==> config.mk <==
export PLATFORM = sky130hd
export DESIGN_NAME = writeback_stage_flat
export DESIGN_NICKNAME = d
export VERILOG_FILES = /design/src/rtl/y86_pkg.sv /design/src/rtl/writeback_stage_if.sv /design/src/rtl/writeback_stage_regfile.sv /design/src/rtl/writeback_stage.sv /design/src/flat_wrapper.sv
export SDC_FILE = /design/constraint.sdc
export NUM_CORES = 2
export LEC_CHECK = 0
export BUFFER_PORTS_ARGS = -buffer_cell sky130_fd_sc_hd__buf_4
export CORE_UTILIZATION = 40
export DETAILED_ROUTE_END_ITERATION = 10
export GPL_ROUTABILITY_DRIVEN = 0
export REMOVE_ABC_BUFFERS = 1
export SETUP_SLACK_MARGIN = 0.4
export SLEW_MARGIN = 10
export SYNTH_ARGS = -nofsm -noshare
export SYNTH_HDL_FRONTEND = slang
export SYNTH_HIERARCHICAL = 1
export SYNTH_SLANG_ARGS = --single-unit
==> constraint.sdc <==
create_clock -name clk -period 36.1 [get_ports clk]
set_input_delay 1.805 -clock clk [delete_from_list [all_inputs] [get_ports clk]]
set_output_delay 1.805 -clock clk [all_outputs]
set_load 0.02 [all_outputs]
==> src/rtl/y86_pkg.sv <==
// Shared Y86-64 definitions for the writeback slice.
// Holds the status and icode encodings, the register IDs, the W pipeline
// register layout with its bubble value, and the status-normalisation helper.
package y86_pkg;

  localparam int unsigned WORD_W    = 64;
  localparam int unsigned REG_COUNT = 15;
  localparam int unsigned RID_W     = 4;
  localparam int unsigned STAT_W    = 3;
  localparam int unsigned ICODE_W   = 4;

  typedef logic [STAT_W-1:0]  stat_t;
  typedef logic [ICODE_W-1:0] icode_t;
  typedef logic [RID_W-1:0]   rid_t;

  localparam stat_t STAT_AOK = 3'd1;
  localparam stat_t STAT_HLT = 3'd2;
  localparam stat_t STAT_ADR = 3'd3;
  localparam stat_t STAT_INS = 3'd4;

  localparam icode_t I_HALT   = 4'h0;
  localparam icode_t I_NOP    = 4'h1;
  localparam icode_t I_CMOVXX = 4'h2;
  localparam icode_t I_IRMOVQ = 4'h3;
  localparam icode_t I_RMMOVQ = 4'h4;
  localparam icode_t I_MRMOVQ = 4'h5;
  localparam icode_t I_OPQ    = 4'h6;
  localparam icode_t I_JXX    = 4'h7;
  localparam icode_t I_CALL   = 4'h8;
  localparam icode_t I_RET    = 4'h9;
  localparam icode_t I_PUSHQ  = 4'hA;
  localparam icode_t I_POPQ   = 4'hB;

  localparam rid_t RNONE = 4'hF;
  localparam rid_t RRSP  = 4'h4;

  // W pipeline register payload
  typedef struct packed {
    stat_t             stat;
    icode_t            icode;
    logic [WORD_W-1:0] valE;
    logic [WORD_W-1:0] valM;
    rid_t              dstE;
    rid_t              dstM;
    logic              cnd;
  } w_reg_t;

  localparam w_reg_t W_BUBBLE = '{
    stat:  STAT_AOK,
    icode: I_NOP,
    valE:  '0,
    valM:  '0,
    dstE:  RNONE,
    dstM:  RNONE,
    cnd:   1'b0
  };

  // Unknown status encodings are folded into INS
  function automatic stat_t norm_stat(input stat_t s);
    if (s == STAT_AOK || s == STAT_HLT || s == STAT_ADR || s == STAT_INS) begin
      return s;
    end
    return STAT_INS;
  endfunction

endpackage

==> src/rtl/writeback_stage_if.sv <==
// Memory-stage / decode-stage connection bundle for the writeback stage.
// master: the surrounding pipeline (drives m_*, W_stall/W_bubble, d_src*).
// slave : the writeback stage (drives d_rval*, W_*, prog_stat, halted).
interface writeback_stage_if;
  import y86_pkg::*;

  logic              W_stall;
  logic              W_bubble;
  stat_t             m_stat;
  icode_t            m_icode;
  logic [WORD_W-1:0] m_valE;
  logic [WORD_W-1:0] m_valM;
  rid_t              m_dstE;
  rid_t              m_dstM;
  logic              m_Cnd;
  rid_t              d_srcA;
  rid_t              d_srcB;
  logic [WORD_W-1:0] d_rvalA;
  logic [WORD_W-1:0] d_rvalB;
  stat_t             W_stat;
  icode_t            W_icode;
  logic [WORD_W-1:0] W_valE;
  logic [WORD_W-1:0] W_valM;
  rid_t              W_dstE;
  rid_t              W_dstM;
  stat_t             prog_stat;
  logic              halted;

  modport master (
    output W_stall, W_bubble, m_stat, m_icode, m_valE, m_valM,
           m_dstE, m_dstM, m_Cnd, d_srcA, d_srcB,
    input  d_rvalA, d_rvalB, W_stat, W_icode, W_valE, W_valM,
           W_dstE, W_dstM, prog_stat, halted
  );

  modport slave (
    input  W_stall, W_bubble, m_stat, m_icode, m_valE, m_valM,
           m_dstE, m_dstM, m_Cnd, d_srcA, d_srcB,
    output d_rvalA, d_rvalB, W_stat, W_icode, W_valE, W_valM,
           W_dstE, W_dstM, prog_stat, halted
  );

endinterface

==> src/rtl/writeback_stage_regfile.sv <==
// Architectural register file: NREG x XLEN storage, async reset to zero.
// Ports: i_we_e/i_dst_e/i_val_e and i_we_m/i_dst_m/i_val_m are the two
// synchronous write ports (M wins on a shared destination); i_src_a/i_src_b
// select the two combinational read ports o_rdata_a/o_rdata_b (ID F reads 0).
module writeback_stage_regfile #(
  parameter int unsigned NREG = 15,
  parameter int unsigned XLEN = 64
) (
  input  logic            clk,
  input  logic            rst,
  input  logic            i_we_e,
  input  logic [3:0]      i_dst_e,
  input  logic [XLEN-1:0] i_val_e,
  input  logic            i_we_m,
  input  logic [3:0]      i_dst_m,
  input  logic [XLEN-1:0] i_val_m,
  input  logic [3:0]      i_src_a,
  input  logic [3:0]      i_src_b,
  output logic [XLEN-1:0] o_rdata_a,
  output logic [XLEN-1:0] o_rdata_b
);

  logic [XLEN-1:0] r_regs [NREG];

  // The M write is issued last so it overrides E on the same register
  always_ff @(posedge clk or posedge rst) begin
    if (rst) begin
      for (int i = 0; i < int'(NREG); i++) begin
        r_regs[i] <= '0;
      end
    end else begin
      if (i_we_e && (i_dst_e < 4'(NREG))) begin
        r_regs[i_dst_e] <= i_val_e;
      end
      if (i_we_m && (i_dst_m < 4'(NREG))) begin
        r_regs[i_dst_m] <= i_val_m;
      end
    end
  end

  assign o_rdata_a = (i_src_a < 4'(NREG)) ? r_regs[i_src_a] : '0;
  assign o_rdata_b = (i_src_b < 4'(NREG)) ? r_regs[i_src_b] : '0;

endmodule

==> src/rtl/writeback_stage.sv <==
// Y86-64 writeback stage: W pipeline register, register-file commit and
// sticky program status.
// Ports: clk, rst (async, active high); wb (slave side of
// writeback_stage_if) carries the m_* inputs, W_stall/W_bubble control,
// decode read ports d_src*/d_rval*, the W_* forwarding outputs, prog_stat
// and halted.
module writeback_stage
  import y86_pkg::*;
#(
  parameter int unsigned NREG = REG_COUNT,
  parameter int unsigned XLEN = WORD_W
) (
  input  logic              clk,
  input  logic              rst,
  writeback_stage_if.slave  wb
);

  w_reg_t r_w;
  logic   r_halted;
  stat_t  r_prog_stat;

  logic   w_commit;
  rid_t   w_dste_eff;
  logic   w_we_e;
  logic   w_we_m;

  // W pipeline register: stall beats bubble
  always_ff @(posedge clk or posedge rst) begin
    if (rst) begin
      r_w <= W_BUBBLE;
    end else if (wb.W_stall) begin
      r_w <= r_w;
    end else if (wb.W_bubble) begin
      r_w <= W_BUBBLE;
    end else begin
      r_w <= '{
        stat:  norm_stat(wb.m_stat),
        icode: wb.m_icode,
        valE:  wb.m_valE,
        valM:  wb.m_valM,
        dstE:  wb.m_dstE,
        dstM:  wb.m_dstM,
        cnd:   wb.m_Cnd
      };
    end
  end

  // First non-AOK instruction reaching W latches its status and stops commit
  always_ff @(posedge clk or posedge rst) begin
    if (rst) begin
      r_halted    <= 1'b0;
      r_prog_stat <= STAT_AOK;
    end else if (!r_halted && (r_w.stat != STAT_AOK)) begin
      r_halted    <= 1'b1;
      r_prog_stat <= r_w.stat;
    end
  end

  // A not-taken conditional move writes nothing
  assign w_dste_eff = ((r_w.icode == I_CMOVXX) && !r_w.cnd) ? RNONE : r_w.dstE;
  assign w_commit   = !r_halted && (r_w.stat == STAT_AOK);
  assign w_we_e     = w_commit && (w_dste_eff != RNONE);
  assign w_we_m     = w_commit && (r_w.dstM != RNONE);

  writeback_stage_regfile #(
    .NREG (NREG),
    .XLEN (XLEN)
  ) u_regfile (
    .clk       (clk),
    .rst       (rst),
    .i_we_e    (w_we_e),
    .i_dst_e   (w_dste_eff),
    .i_val_e   (r_w.valE),
    .i_we_m    (w_we_m),
    .i_dst_m   (r_w.dstM),
    .i_val_m   (r_w.valM),
    .i_src_a   (wb.d_srcA),
    .i_src_b   (wb.d_srcB),
    .o_rdata_a (wb.d_rvalA),
    .o_rdata_b (wb.d_rvalB)
  );

  assign wb.W_stat    = r_w.stat;
  assign wb.W_icode   = r_w.icode;
  assign wb.W_valE    = r_w.valE;
  assign wb.W_valM    = r_w.valM;
  assign wb.W_dstE    = r_w.dstE;
  assign wb.W_dstM    = r_w.dstM;
  assign wb.prog_stat = r_prog_stat;
  assign wb.halted    = r_halted;

endmodule
==> src/flat_wrapper.sv <==
// flat-port wrapper written by rule: the top's interface ports become plain ports
module writeback_stage_flat import y86_pkg::*;
#(
  parameter int unsigned NREG = REG_COUNT,
  parameter int unsigned XLEN = WORD_W
)
  (clk, rst, wb_W_stall, wb_W_bubble, wb_m_stat, wb_m_icode, wb_m_valE, wb_m_valM, wb_m_dstE, wb_m_dstM, wb_m_Cnd, wb_d_srcA, wb_d_srcB, wb_d_rvalA, wb_d_rvalB, wb_W_stat, wb_W_icode, wb_W_valE, wb_W_valM, wb_W_dstE, wb_W_dstM, wb_prog_stat, wb_halted);
  writeback_stage_if wb_i ();
  input  logic clk;
  input  logic rst;
  input wire logic [$bits(wb_i.W_stall)-1:0] wb_W_stall;
  input wire logic [$bits(wb_i.W_bubble)-1:0] wb_W_bubble;
  input wire logic [$bits(wb_i.m_stat)-1:0] wb_m_stat;
  input wire logic [$bits(wb_i.m_icode)-1:0] wb_m_icode;
  input wire logic [$bits(wb_i.m_valE)-1:0] wb_m_valE;
  input wire logic [$bits(wb_i.m_valM)-1:0] wb_m_valM;
  input wire logic [$bits(wb_i.m_dstE)-1:0] wb_m_dstE;
  input wire logic [$bits(wb_i.m_dstM)-1:0] wb_m_dstM;
  input wire logic [$bits(wb_i.m_Cnd)-1:0] wb_m_Cnd;
  input wire logic [$bits(wb_i.d_srcA)-1:0] wb_d_srcA;
  input wire logic [$bits(wb_i.d_srcB)-1:0] wb_d_srcB;
  output wire logic [$bits(wb_i.d_rvalA)-1:0] wb_d_rvalA;
  output wire logic [$bits(wb_i.d_rvalB)-1:0] wb_d_rvalB;
  output wire logic [$bits(wb_i.W_stat)-1:0] wb_W_stat;
  output wire logic [$bits(wb_i.W_icode)-1:0] wb_W_icode;
  output wire logic [$bits(wb_i.W_valE)-1:0] wb_W_valE;
  output wire logic [$bits(wb_i.W_valM)-1:0] wb_W_valM;
  output wire logic [$bits(wb_i.W_dstE)-1:0] wb_W_dstE;
  output wire logic [$bits(wb_i.W_dstM)-1:0] wb_W_dstM;
  output wire logic [$bits(wb_i.prog_stat)-1:0] wb_prog_stat;
  output wire logic [$bits(wb_i.halted)-1:0] wb_halted;
  assign wb_i.W_stall = wb_W_stall;
  assign wb_i.W_bubble = wb_W_bubble;
  assign wb_i.m_stat = wb_m_stat;
  assign wb_i.m_icode = wb_m_icode;
  assign wb_i.m_valE = wb_m_valE;
  assign wb_i.m_valM = wb_m_valM;
  assign wb_i.m_dstE = wb_m_dstE;
  assign wb_i.m_dstM = wb_m_dstM;
  assign wb_i.m_Cnd = wb_m_Cnd;
  assign wb_i.d_srcA = wb_d_srcA;
  assign wb_i.d_srcB = wb_d_srcB;
  assign wb_d_rvalA = wb_i.d_rvalA;
  assign wb_d_rvalB = wb_i.d_rvalB;
  assign wb_W_stat = wb_i.W_stat;
  assign wb_W_icode = wb_i.W_icode;
  assign wb_W_valE = wb_i.W_valE;
  assign wb_W_valM = wb_i.W_valM;
  assign wb_W_dstE = wb_i.W_dstE;
  assign wb_W_dstM = wb_i.W_dstM;
  assign wb_prog_stat = wb_i.prog_stat;
  assign wb_halted = wb_i.halted;
  writeback_stage #(.NREG(NREG), .XLEN(XLEN)) u_core (.clk(clk), .rst(rst), .wb(wb_i));
endmodule
# Yosys cells after proc, flatten, opt, wreduce, memory -nomap -nowiden
# Index checks and enable logic that the tools add are counted.
# Widths: inputs -> output; s select.
op_classes:
  order_cmp: 10
  n_eq_ne: 9
  n_mux: 23
  bitwise: 4
  reduce_logical: 14
op_table:
  columns: ["operator", "n"]
  rows:
  - ["$bwmux 960", 2]
  - ["$mux 960", 2]
  - ["$bmux 64 s4", 2]
  - ["$demux 64 s4", 2]
  - ["$mux 64", 8]
  - ["$mux 144", 1]
  - ["$ge 5x5->1 const B", 4]
  - ["$not 4->5", 4]
  - ["$lt 4x4->1 const B", 4]
  - ["$lt 5x1->1 const B", 2]
  - ["$logic_and 1x1->1", 9]
  - ["$ne 4x4->1 const B", 2]
  - ["$eq 3x1->1 const B", 2]
  - ["$eq 3x2->1 const B", 2]
  - ["$mux 3", 2]
  - ["$eq 4x2->1 const B", 1]
  - ["$mux 4", 1]
  - ["$eq 3x3->1 const B", 1]
  - ["$logic_or 1x1->1", 3]
  - ["$mux 1", 3]
  - ["$ne 3x1->1 const B", 1]
  - ["$logic_not 1->1", 2]
word_totals:
  register_bits: 1108
  in_bits: 156

# Depth between registers and ports, before layout
logic_depth:
  depth_word: 12
  depth_mapped: 10
  ltp_nobuf: 6

# Modules after synthesis
# The synthesis kept the hierarchy.
modules_own_cells:
  columns: ["module", "instances", "cells_each", "area_per_inst_um2", "seq_area_each_um2"]
  rows:
  - ["writeback_stage_regfile", 1, 7186, 64276.6, 24023.0]
  - ["writeback_stage", 1, 513, 6376.1, 3717.3]

# Worst setup path before layout
# OpenSTA, ideal clock, no wires.
synth_timing:
  path_type: "input to output"
  start: "input wb_d_srcB[1]"
  end: "output wb_d_rvalB[14]"
  t_arrival_ps: 3320
  t_required_ps: 34295
  slack_ps: 30975
  stages: 6
  path_cell_list: "buf_2 -> buf_2 -> clkbuf_1 -> mux4_2 -> mux2_2 -> o211a_1"
synth_between:
  elab_chain_cells: 5
  word_cells_on_any_way: 6
synth_rtl:
  columns: ["element", "line_no", "rtl"]
  rows:
  - ["start: declaration", "flat_wrapper.sv:21", "input wire logic [$bits(wb_i.d_srcB)-1:0] wb_d_srcB;"]
  - ["$not 4->5 (implied by the code)", "writeback_stage_regfile.sv:42", "assign o_rdata_b = (i_src_b < 4'(NREG)) ? r_regs[i_src_b] : '0;"]
  - ["$bmux 64 s4", "writeback_stage_regfile.sv:42", null]
  - ["$mux 64 (implied by the code) (2 in a row)", "writeback_stage_regfile.sv:42", null]
  - ["$mux 64 *", "writeback_stage_regfile.sv:42", null]
  - ["end: declaration", "flat_wrapper.sv:23", "output wire logic [$bits(wb_i.d_rvalB)-1:0] wb_d_rvalB;"]
# Every way passes the cells marked *; elsewhere a longest branch is shown, timed or not. The select of a mux whose other input is x is not followed.

# Final worst setup path
layout_timing:
  start: "input wb_d_srcA[1]"
  end: "output wb_d_rvalA[29]"
layout_between:
  elab_chain_cells: 5
  word_cells_on_any_way: 6
layout_rtl:
  columns: ["element", "line_no", "rtl"]
  rows:
  - ["start: declaration", "flat_wrapper.sv:20", "input wire logic [$bits(wb_i.d_srcA)-1:0] wb_d_srcA;"]
  - ["$not 4->5 (implied by the code)", "writeback_stage_regfile.sv:41", "assign o_rdata_a = (i_src_a < 4'(NREG)) ? r_regs[i_src_a] : '0;"]
  - ["$bmux 64 s4", "writeback_stage_regfile.sv:41", null]
  - ["$mux 64 (implied by the code) (2 in a row)", "writeback_stage_regfile.sv:41", null]
  - ["$mux 64 *", "writeback_stage_regfile.sv:41", null]
  - ["end: declaration", "flat_wrapper.sv:22", "output wire logic [$bits(wb_i.d_rvalA)-1:0] wb_d_rvalA;"]
# Marks and branches as above.

==> summary.txt <==
Clock network
  – Clk Latency, worst-skew pair: 0.82 ns
  – Clk buf depth: 3
  – Post-CTS setup buffer count: 0
  – Root buffer cell: clkbuf_16
  – H-Tree Depth: 4
  – Cts repair resizes: 0
  – Worst-path clk slew: 0.05 ns
  – CTS Buf Count: 139
  – Sink Count: 1108
  – # hold bufs at CTS: 0
  – CTS tree: built

STA
  – Final setup violation count: 0
  – WHS: 0.488 ns
  – Max-slew violation count: 0
  – Fin. Hold Viols: 0
  – Least-Margin Pin Slew: 1.35 ns
  – Fin worst setup slack: 27.92 ns
  – RSZ-0062 raised after global routing: no
  – Setup TNS: 0 ns
  – Crit path time final: 8.18 ns
  – Peak Freq: 122 MHz
  – Fin crit share: 22.7%
  – Final Skew: 0.0367 ns
  – Worst slew margin: 9.77%

Yosys
  – Synth cell types: 47
  – Top-area cell type share of the netlist area: 38.9%
  – Syn Area/Cell: 9.18 um2
  – Area contributors post-synth: dfrtp_1 39%, a31oi_1 8.5%, mux4_2 8.2%, o21ai_0 6.8%, nor3_1 6.8%
  – Post-Synthesis Cells: 7699
  – Number of synthesized flops with an enable pin: 0
  – Post-synthesis async set-or-reset flop share: 100%
  – Yosys warns: 6
  – Top_reg_cell synth: dfrtp_1
  – Cell taking the most area after synthesis: dfrtp_1
  – Post-synthesis cell area: 0.0707 mm2
  – Post-synthesis sequential area ratio: 39.3%
  – #FFs+latches synth: 1108

Route
  – Post-route ant nets: 0
  – Via/cell ratio: 7.65
  – Detailed Routing Iterations Pass 1: 9
  – Post-route DRC: 0
  – Post-DR wirelength/cell: 35.4 um
  – Detailed Route WL: 339 mm
  – Vias: 73400
  – Initial DRC Count: 12000

Global route
  – Tot GR Track Use: 36.6%
  – Initial antenna violation count: 8
  – Vias in the first global route: 72200
  – Global-route wire length before repair: 496 mm
  – Largest net degree at the start of global routing: 221
  – Congestion Overflow GR: 0

Worst setup path
  – Critical path class: primary input to primary output
  – R2R setup slack: 30.67 ns
  – Critical-path maximum fanout: 91
  – Startpoint Class: primary input
  – Data arrival, critical path: 6.38 ns
  – Worst EP required: 34.29 ns
  – Critical path capture point type: primary output

Finish
  – Share of layout cells above drive strength 1: 17.4%
  – Area growth from synthesis to layout: 9.40%
  – Fin area: 0.0773 mm2
  – Fin nets: 7310
  – FILL cells: 16500

Die
  – Die width: 422 um
  – Core Box Area: 0.175 mm2
  – Row cnt: 153
  – I/O pins: 431
  – Initial core utilization: 40.5%
  – Die area: 0.178 mm2
  – Vert. Die Dim: 422 um

Placement
  – I/O Buffers: 430
  – Placed inst area: 0.0727 mm2
  – Dpl ws: 28.08 ns
  – Post-DP HPWL: 170 mm

Pwr
  – Power density cells: 43.1 mW/mm2
  – Pwr Total: 3.33 mW
  – Leak Pwr: 30.8 nW
  – Maximum vdd drop: 0.0476 mV

Flow run
  – Maxcap violations: 0

Worst hold path
  – Worst Hold Class: flip-flop to flip-flop

Outcome
  – Status: completed
-- report_power, final --
| group | switching, mW | total [mW] | leakage, nW | internal [mW] |
|---|---|---|---|---|
| Combinational | 0.374 | 0.524 | 13.3 | 0.150 |
| Sequential | 0.0893 | 1.37 | 15.2 | 1.28 |
| Clock | 0.612 | 1.44 | 2.27 | 0.824 |
| Total | 1.08 | 3.33 | 30.8 | 2.26 |
-- synth_stat cells (all sizes together) (21+ instances only) --
cell type / number
buf: 405
nor3: 960
a31oi: 960
dfrtp: 1097
mux2: 128
or2: 21
nand4: 168
mux2i: 384
o21ai: 972
nand3: 795
mux4: 256
clkbuf: 874
o221ai: 128
a22oi: 128
o211a: 128
inv: 71
a22o: 132
-- worst paths after layout --
kind / from / end / cells after the start
max in group asynchronous: rst / u_core/u_regfile/r_regs[574] / 6
min in group asynchronous: rst / u_core/wb.W_valM[63] / 2
max: wb_d_srcA[1] / wb_d_rvalA[29] / 9
max reg2reg: u_core/wb.W_icode[3] / u_core/u_regfile/r_regs[845] / 8
min reg2reg: u_core/wb.W_icode[0] / u_core/wb.W_icode[0] / 2
min: u_core/wb.W_icode[0] / u_core/wb.W_icode[0] / 2
-- stage by stage --
step | utilization [%] | cells
6_report | 44.3 | 9585
5_1_grt | 44.3 | 9582
4_1_cts | 44.3 | 9582
3_5_place_dp | 41.7 | 9338
3_3_place_gp | 41.7 | 9338
2_1_floorplan | - | 6420
-- final cells by class --
type	count	area, um2	area share [%]
antenna	3	7.51	0.00971
clock inverter	59	631	0.816
inverter	71	282	0.364
tap	2325	2910	3.76
multi-input combinational	5241	37200	48.1
sequential	1108	27700	35.9
clock buffer	185	3920	5.08
timing repair buffer	593	4620	5.98
-- layer usage --
metal | up-vias | GRT usage, % | routed length (um)
li1 | 28500 | - | -
met1 | 36300 | 45.8 | 121000
met2 | 6964 | 54.4 | 145000
met3 | 1610 | 11.8 | 47600
met4 | 8 | 23.4 | 24800
met5 | - | 0 | 58
-- critical path, stage by stage --
cell and delay (ns):
buf_8 0.43, buf_4 0.50, buf_4 0.54, buf_12 0.63, buf_4 0.87, mux4_2 0.61
mux2_2 0.28, o211a_1 0.25, buf_4 0.17
-- flip-flops by register name (all words and copies together) (netlist names) --
register / flops
u_core/wb.prog_stat: 3
u_core/r_w: 1
u_core/wb.W_valE: 64
u_core/wb.halted: 1
u_core/wb.W_dstM: 4
u_core/wb.W_dstE: 4
u_core/wb.W_icode: 4
u_core/u_regfile/r_regs: 960
u_core/wb.W_valM: 64
u_core/wb.W_stat: 3
-- kinds of logic after synthesis --
logic type             share of synthesized area, %
AO/OA/AOI/OAI                                  21.9
AND/OR/NAND/NOR                                14.7
buffers and inverters                          8.46
flip-flops                                     39.3
multiplexers                                   15.6
-- cells in the final DEF, fill, tap and decap left out, types with 132 or more instances in the layout --
master,n
a22o_1,132
buf_4,577
a31oi_1,960
nand4_1,168
mux4_2,256
dfrtp_1,1097
nand3_1,793
o21ai_0,961
nor3_1,960
mux2i_1,384
clkbuf_16,141
Power figures use the tool's default switching activity.
